File: src/rtl/dmem_responder_pkg.sv
// dmem_responder_pkg
//   Shared definitions for the multi-cycle data-memory responder:
//   FSM state encoding, legal LATENCY range and the address fault check.
package dmem_responder_pkg;

  typedef enum logic [1:0] {
    IDLE = 2'd0,
    BUSY = 2'd1,
    DONE = 2'd2
  } state_t;

  localparam int LATENCY_MIN = 1;
  localparam int LATENCY_MAX = 15;

  // An access faults when it is not word aligned or falls past the last word.
  function automatic logic addr_error(input logic [31:0] addr,
                                      input int unsigned depth_words);
    logic misaligned;
    logic out_of_range;
    misaligned   = (addr[1:0] != 2'b00);
    out_of_range = ({32'd0, addr} >= (64'(depth_words) * 64'd4));
    return misaligned | out_of_range;
  endfunction

endpackage

File: src/rtl/dmem_word_array.sv
// dmem_word_array
//   Synchronous single-port word store. The addressed word is read into
//   rdata on every rising edge; a write in the same cycle lands after the
//   read, so rdata carries the old contents (read-before-write).
// Ports:
//   clk    rising-edge clock
//   we     write enable
//   idx    word index
//   wdata  word to write
//   rdata  registered read data
module dmem_word_array #(
  parameter int DEPTH_WORDS = 64,
  parameter int IDX_W       = $clog2(DEPTH_WORDS)
) (
  input  logic             clk,
  input  logic             we,
  input  logic [IDX_W-1:0] idx,
  input  logic [31:0]      wdata,
  output logic [31:0]      rdata
);

  logic [31:0] mem_r [DEPTH_WORDS];

  // Read the old word and optionally overwrite it on the same edge.
  always_ff @(posedge clk) begin
    rdata <= mem_r[idx];
    if (we) begin
      mem_r[idx] <= wdata;
    end
  end

endmodule

File: src/rtl/dmem_responder.sv
// dmem_responder
//   Multi-cycle data memory behind the MEM stage. A load/store seen in IDLE
//   is latched, MemStall freezes the pipeline for LATENCY cycles, and the
//   access executes on the edge entering DONE. Misaligned or out-of-range
//   accesses never write, return 0 for loads and pulse AddrError in DONE.
// Ports:
//   clk, reset          clock, asynchronous active-high reset
//   MemRead, MemWrite   request (both set = store with read-before-write)
//   Address, WriteData  byte address and store data
//   ReadData            load result, valid in DONE and held afterwards
//   MemStall            combinational freeze request
//   AddrError           one-cycle fault pulse in DONE
//   Busy                high in BUSY and DONE
module dmem_responder
  import dmem_responder_pkg::*;
#(
  parameter int DEPTH_WORDS = 64,
  parameter int LATENCY     = 2
) (
  input  logic        clk,
  input  logic        reset,
  input  logic        MemRead,
  input  logic        MemWrite,
  input  logic [31:0] Address,
  input  logic [31:0] WriteData,
  output logic [31:0] ReadData,
  output logic        MemStall,
  output logic        AddrError,
  output logic        Busy
);

  localparam int IDX_W = $clog2(DEPTH_WORDS);
  // Out-of-range LATENCY values are pulled back into the supported window.
  localparam int LAT_C = (LATENCY < LATENCY_MIN) ? LATENCY_MIN :
                         (LATENCY > LATENCY_MAX) ? LATENCY_MAX : LATENCY;
  localparam logic [3:0] LAT_M1 = 4'(LAT_C - 1);

  state_t      state_r;
  logic [3:0]  cnt_r;
  logic [31:0] addr_r;
  logic [31:0] wdata_r;
  logic [31:0] rd_hold_r;
  logic        op_read_r;
  logic        op_write_r;
  logic        aerr_r;
  logic        busy_r;

  logic        req_s;
  logic        accept_s;
  logic        enter_done_s;
  logic [31:0] cur_addr_s;
  logic [31:0] cur_wdata_s;
  logic        cur_read_s;
  logic        cur_write_s;
  logic        cur_err_s;
  logic        we_s;
  logic [31:0] rdata_s;

  // Pick the operand set driving the array and decode the access strobes.
  // In IDLE the live request is used so a LATENCY=1 access can execute on
  // the very edge that latches it; afterwards only the latched copy counts.
  always_comb begin
    req_s    = MemRead | MemWrite;
    accept_s = (state_r == IDLE) && req_s;
    if (state_r == IDLE) begin
      cur_addr_s  = Address;
      cur_wdata_s = WriteData;
      cur_read_s  = MemRead;
      cur_write_s = MemWrite;
    end else begin
      cur_addr_s  = addr_r;
      cur_wdata_s = wdata_r;
      cur_read_s  = op_read_r;
      cur_write_s = op_write_r;
    end
    cur_err_s = addr_error(cur_addr_s, DEPTH_WORDS);
    if (state_r == IDLE) begin
      enter_done_s = req_s && (LAT_C == 1);
    end else if (state_r == BUSY) begin
      enter_done_s = (cnt_r <= 4'd1);
    end else begin
      enter_done_s = 1'b0;
    end
    // Reset gating keeps a store from landing on an edge seen during reset.
    we_s     = enter_done_s && cur_write_s && !cur_err_s && !reset;
    MemStall = accept_s || (state_r == BUSY);
  end

  // Load data is presented straight from the array in DONE, then held.
  always_comb begin
    if ((state_r == DONE) && cur_read_s) begin
      ReadData = cur_err_s ? 32'd0 : rdata_s;
    end else begin
      ReadData = rd_hold_r;
    end
  end

  dmem_word_array #(
    .DEPTH_WORDS (DEPTH_WORDS),
    .IDX_W       (IDX_W)
  ) u_array (
    .clk   (clk),
    .we    (we_s),
    .idx   (cur_addr_s[IDX_W+1:2]),
    .wdata (cur_wdata_s),
    .rdata (rdata_s)
  );

  // Access FSM with request latches. cnt_r counts BUSY cycles still to go;
  // it reaches 0 on the edge that enters DONE.
  always_ff @(posedge clk or posedge reset) begin
    if (reset) begin
      state_r    <= IDLE;
      cnt_r      <= 4'd0;
      addr_r     <= 32'd0;
      wdata_r    <= 32'd0;
      op_read_r  <= 1'b0;
      op_write_r <= 1'b0;
      rd_hold_r  <= 32'd0;
      aerr_r     <= 1'b0;
      busy_r     <= 1'b0;
    end else begin
      aerr_r <= enter_done_s && cur_err_s;
      case (state_r)
        IDLE: begin
          if (req_s) begin
            addr_r     <= Address;
            wdata_r    <= WriteData;
            op_read_r  <= MemRead;
            op_write_r <= MemWrite;
            cnt_r      <= LAT_M1;
            state_r    <= (LAT_C > 1) ? BUSY : DONE;
            busy_r     <= 1'b1;
          end
        end
        BUSY: begin
          cnt_r <= (cnt_r == 4'd0) ? 4'd0 : cnt_r - 4'd1;
          if (cnt_r <= 4'd1) begin
            state_r <= DONE;
          end
        end
        DONE: begin
          // The request still visible here is the one just served.
          state_r   <= IDLE;
          busy_r    <= 1'b0;
          rd_hold_r <= ReadData;
        end
        default: begin
          state_r <= IDLE;
          cnt_r   <= 4'd0;
          busy_r  <= 1'b0;
        end
      endcase
    end
  end

  assign AddrError = aerr_r;
  assign Busy      = busy_r;

endmodule
File: config.mk
export PLATFORM = sky130hd
export DESIGN_NAME = dmem_responder
export DESIGN_NICKNAME = d
export VERILOG_FILES = /design/src/rtl/dmem_responder_pkg.sv /design/src/rtl/dmem_word_array.sv /design/src/rtl/dmem_responder.sv
export SDC_FILE = /design/constraint.sdc
export NUM_CORES = 2
export LEC_CHECK = 0
export ABC_CLOCK_PERIOD_IN_PS = 4900
export BUFFER_PORTS_ARGS = -buffer_cell sky130_fd_sc_hd__buf_2
export CAP_MARGIN = 15
export CORE_UTILIZATION = 45
export CTS_BUF_LIST = sky130_fd_sc_hd__clkbuf_8
export DETAILED_ROUTE_END_ITERATION = 12
export SYNTH_ARGS = -nofsm -noshare
export SYNTH_HDL_FRONTEND = slang
export SYNTH_SLANG_ARGS = --single-unit
File: constraint.sdc
create_clock -name clk -period 4.9 [get_ports clk]
set_input_delay 0.735 -clock clk [delete_from_list [all_inputs] [get_ports clk]]
set_output_delay 0.735 -clock clk [all_outputs]
set_load 0.02 [all_outputs]
==> impl_metrics.ini <==
[synth]
ys_seq_elements = 2186
syn-num-nets = 4696
synth_top_area_share_pct = 76.3
synth_largest_area_cell = edfxtp_1
dominantRegCellSynth = edfxtp_1
syn-mean-instance-area_um2 = 17.4
synth_area_leaders = edfxtp_1, a22oi_1, dfrtp_1, a222oi_1, nand2_1
synthCells = 4628
syn_area_um2 = 80600
yosysWarnings = 0
seq_area_frac_synth_pct = 80.4
synth_edf_count = 2048
synth_async_sr_flop_share_pct = 4.85
ys_types = 58

[worst_setup_path]
worstPathArrival_ns = 5.52
crit_path_top_delay_cell = a2111oi_0
crit_type = flip-flop to flip-flop
crit_fanout = 18
worstPathRequired_ns = 5.79
cp-end-kind = flip-flop
critPathBufInv = 3
crit_chain = o21bai_1, buf_4, nor3_2, buf_4, buf_4, a22oi_1, nand3_1, a221o_1, a2111oi_0, nand2_1
start_kind = flip-flop
cpMostUsedCell = buf_4
crit_family = compound AO/OA/AOI/OAI gates
slowest_delay_ns = 1.01

[cts]
postCtsSetupRepairBufs = 0
cts_tree = yes
worstSkewPairLatency_ns = 1.08
numCtsBuffers = 359
cts_num_sinks = 2186
clockBufferDepth = 4
root_buffer = clkbuf_8
htree_num_levels = 5
path_clk_slew_ns = 0.07

[drt]
routed_via_density = 6.64
dr.first_iter.drc_count = 9255
vias = 51438
drt-total-wl_um = 274000
wire_per_inst_um = 35.3
ant_nets = 0
drc_errors = 0
first_pass_iters = 10

[sta]
fmaxAchievable_mhz = 216
slew_viol_final = 0
skew_ns = 0.0708
slew_headroom_pct = 13.6
finalCritPeriodShare_pct = 94.5
whs_ns = 0.0783
rsz0062_at_grt = false
min_period_ns = 4.63
finalHoldViolCount = 0
worst-slew-pin-transition_ns = 1.29
setup_viol = 0

[final_layout]
nets = 5228
drive_above_1_share_pct = 18.9
final_cell_area_um2 = 93800
fin_util_pct = 53.0
stdcell_count = 7750
nFillCells = 14013
syn_to_final_growth_pct = 16.4

[global_routing]
gr-usage-met3_pct = 7.38
antenna_found_initial = 21
grt.busiest_layer = met2
grt_use_met1_pct = 41.3
overflow = 0
grtUsageMet2_pct = 45.5
grt_pass1_vias = 49064
grt_pass1_wl_um = 377000
grt_usage_pct = 29.7
grt_max_degree = 77

[place]
portBuffers = 102
dp_cells = 7071
dpl.hpwl_um = 160000
dpl_cell_area_um2 = 86700
place.gp.congestion = 0.885

[flow_run]
drv_cap = 0

[power_and_ir_drop]
p_leak_nw = 30.9
ir_drop_mv = 0.428
power_mw = 56.8
power_density_nw_per_um2 = 605

[floorplan]
initial_core_util_pct = 45.5
io_pins = 103
row_count = 154
die_area_um2 = 181000
die_y_um = 425
die_w_um = 425
core_um2 = 177000

[outcome]
outcome = finished, final reports clean

[hold_path]
hold_class = input pin to flip-flop
==> path summary, 6_finish.rpt <==
path	startpoint	endpoint	slack [ns]	cells after the start
worst max-delay path	state_r[0]$_DFFE_PP0P_	u_array.rdata[13]$_DFF_P_	0.27	10
worst min-delay path	Address[4]	addr_r[4]$_DFFE_PP0P_	0.08	3
worst max register to register	state_r[0]$_DFFE_PP0P_	u_array.rdata[13]$_DFF_P_	0.27	10
worst min register to register	rd_hold_r[18]$_DFFE_PP0N_	rd_hold_r[18]$_DFFE_PP0N_	0.46	2
max in group asynchronous	reset	rd_hold_r[26]$_DFFE_PP0N_	3.11	5
min in group asynchronous	reset	wdata_r[9]$_DFFE_PP0P_	0.42	4
==> metrics by stage <==
stage / setup WS (ns) / TNS, ns
CTS: 0.175 / 0
detailed placement: 0.0515 / 0
floorplan: 0.358 / 0
global route: 0.131 / 0
global placement: -0.554 / -1.85
finish: 0.270 / 0
==> Yosys cell counts (all sizes together), types with 4 or more instances <==
library cell	n
edfxtp	2048
nand2	475
a22oi	406
a31oi	230
a222oi	202
a221oi	173
a22o	173
buf	161
clkbuf	149
dfrtp	106
nor2	98
nor4	59
nand3	48
mux2	45
a21oi	33
dfxtp	32
mux2i	27
and3	24
nor3	15
o21ai	15
inv	11
a21boi	9
o21a	9
o22ai	9
or4	8
nand2b	7
nand4	6
o32ai	6
a221o	5
or4b	5
a2111oi	4
nand3b	4
nor2b	4
o2bb2ai	4
or2	4
==> cell families (layout without fill, tap and decap cells) <==
family | after synthesis | count (layout) | synth area share [%]
buffers and inverters | 321 | 1098 | 1.77
muxes | 72 | 72 | 0.964
other | 0 | 5 | 0
and+or+nand+nor | 764 | 764 | 4.11
DFF | 2186 | 2186 | 80.4
AOI/OAI and AO/OA | 1285 | 1285 | 12.8
==> area by class of cell <==
cell class | instances | area (um2) | area share (%)
clock buffer | 385 | 5300 | 5.65
inverter | 11 | 45.0 | 0.0480
multi-input combinational | 2121 | 15200 | 16.2
tap | 2340 | 2930 | 3.12
antenna | 5 | 12.5 | 0.0133
sequential | 2186 | 64800 | 69.1
clock inverter | 221 | 1010 | 1.08
timing repair buffer | 481 | 4490 | 4.78
==> what timing repair did <==
item | CTS | global route
resized for setup | 0 | 1
hold buffers | 65 | 0
endpoints found under the setup margin | 0 | 1
hold endpoints to repair | 99 | 0
==> where the power goes <==
group | total, mW | switching [mW] | internal, mW | leakage [nW]
logic | 17.2 | 12.8 | 4.44 | 7.05
clock network | 14.5 | 7.10 | 7.43 | 3.73
registers | 25.0 | 0.488 | 24.5 | 20.1
==> routing by layer <==
metal  up-vias  part of all wire (%)  wire (um)
met4        10                   3.8      10500
met5         -                 0.024         67
met3       626                    13      35000
met2      4085                    45     124000
li1      20472                     -          -
met1     26245                    38     104000
==> flip-flops by register name, summed over array words and instances (netlist names) <==
| name | flops |
|---|---|
| cnt_r | 4 |
| u_array.mem_r | 2048 |
| rd_hold_r | 32 |
| u_array.rdata | 32 |
| op_write_r | 1 |
| state_r | 2 |
| Busy | 1 |
| addr_r | 32 |
| wdata_r | 32 |
| AddrError | 1 |
| op_read_r | 1 |
==> worst min-delay path: cells and delay by family <==
kind          cells  cell delay (ns)
simple gates      2             0.13
buf+inv           1             0.19
==> layout by cell type (no fill, tap or decap), types with 71 or more instances in the layout <==
cell	count
nor2_4	71
buf_4	236
dfrtp_1	106
a22oi_1	406
a221oi_1	169
clkbuf_8	385
buf_12	76
buf_2	103
a22o_1	173
edfxtp_1	2048
a222oi_1	202
nand2_1	437
inv_1	140
a31oi_1	230
No activity file was read; power rests on OpenSTA's default activity.
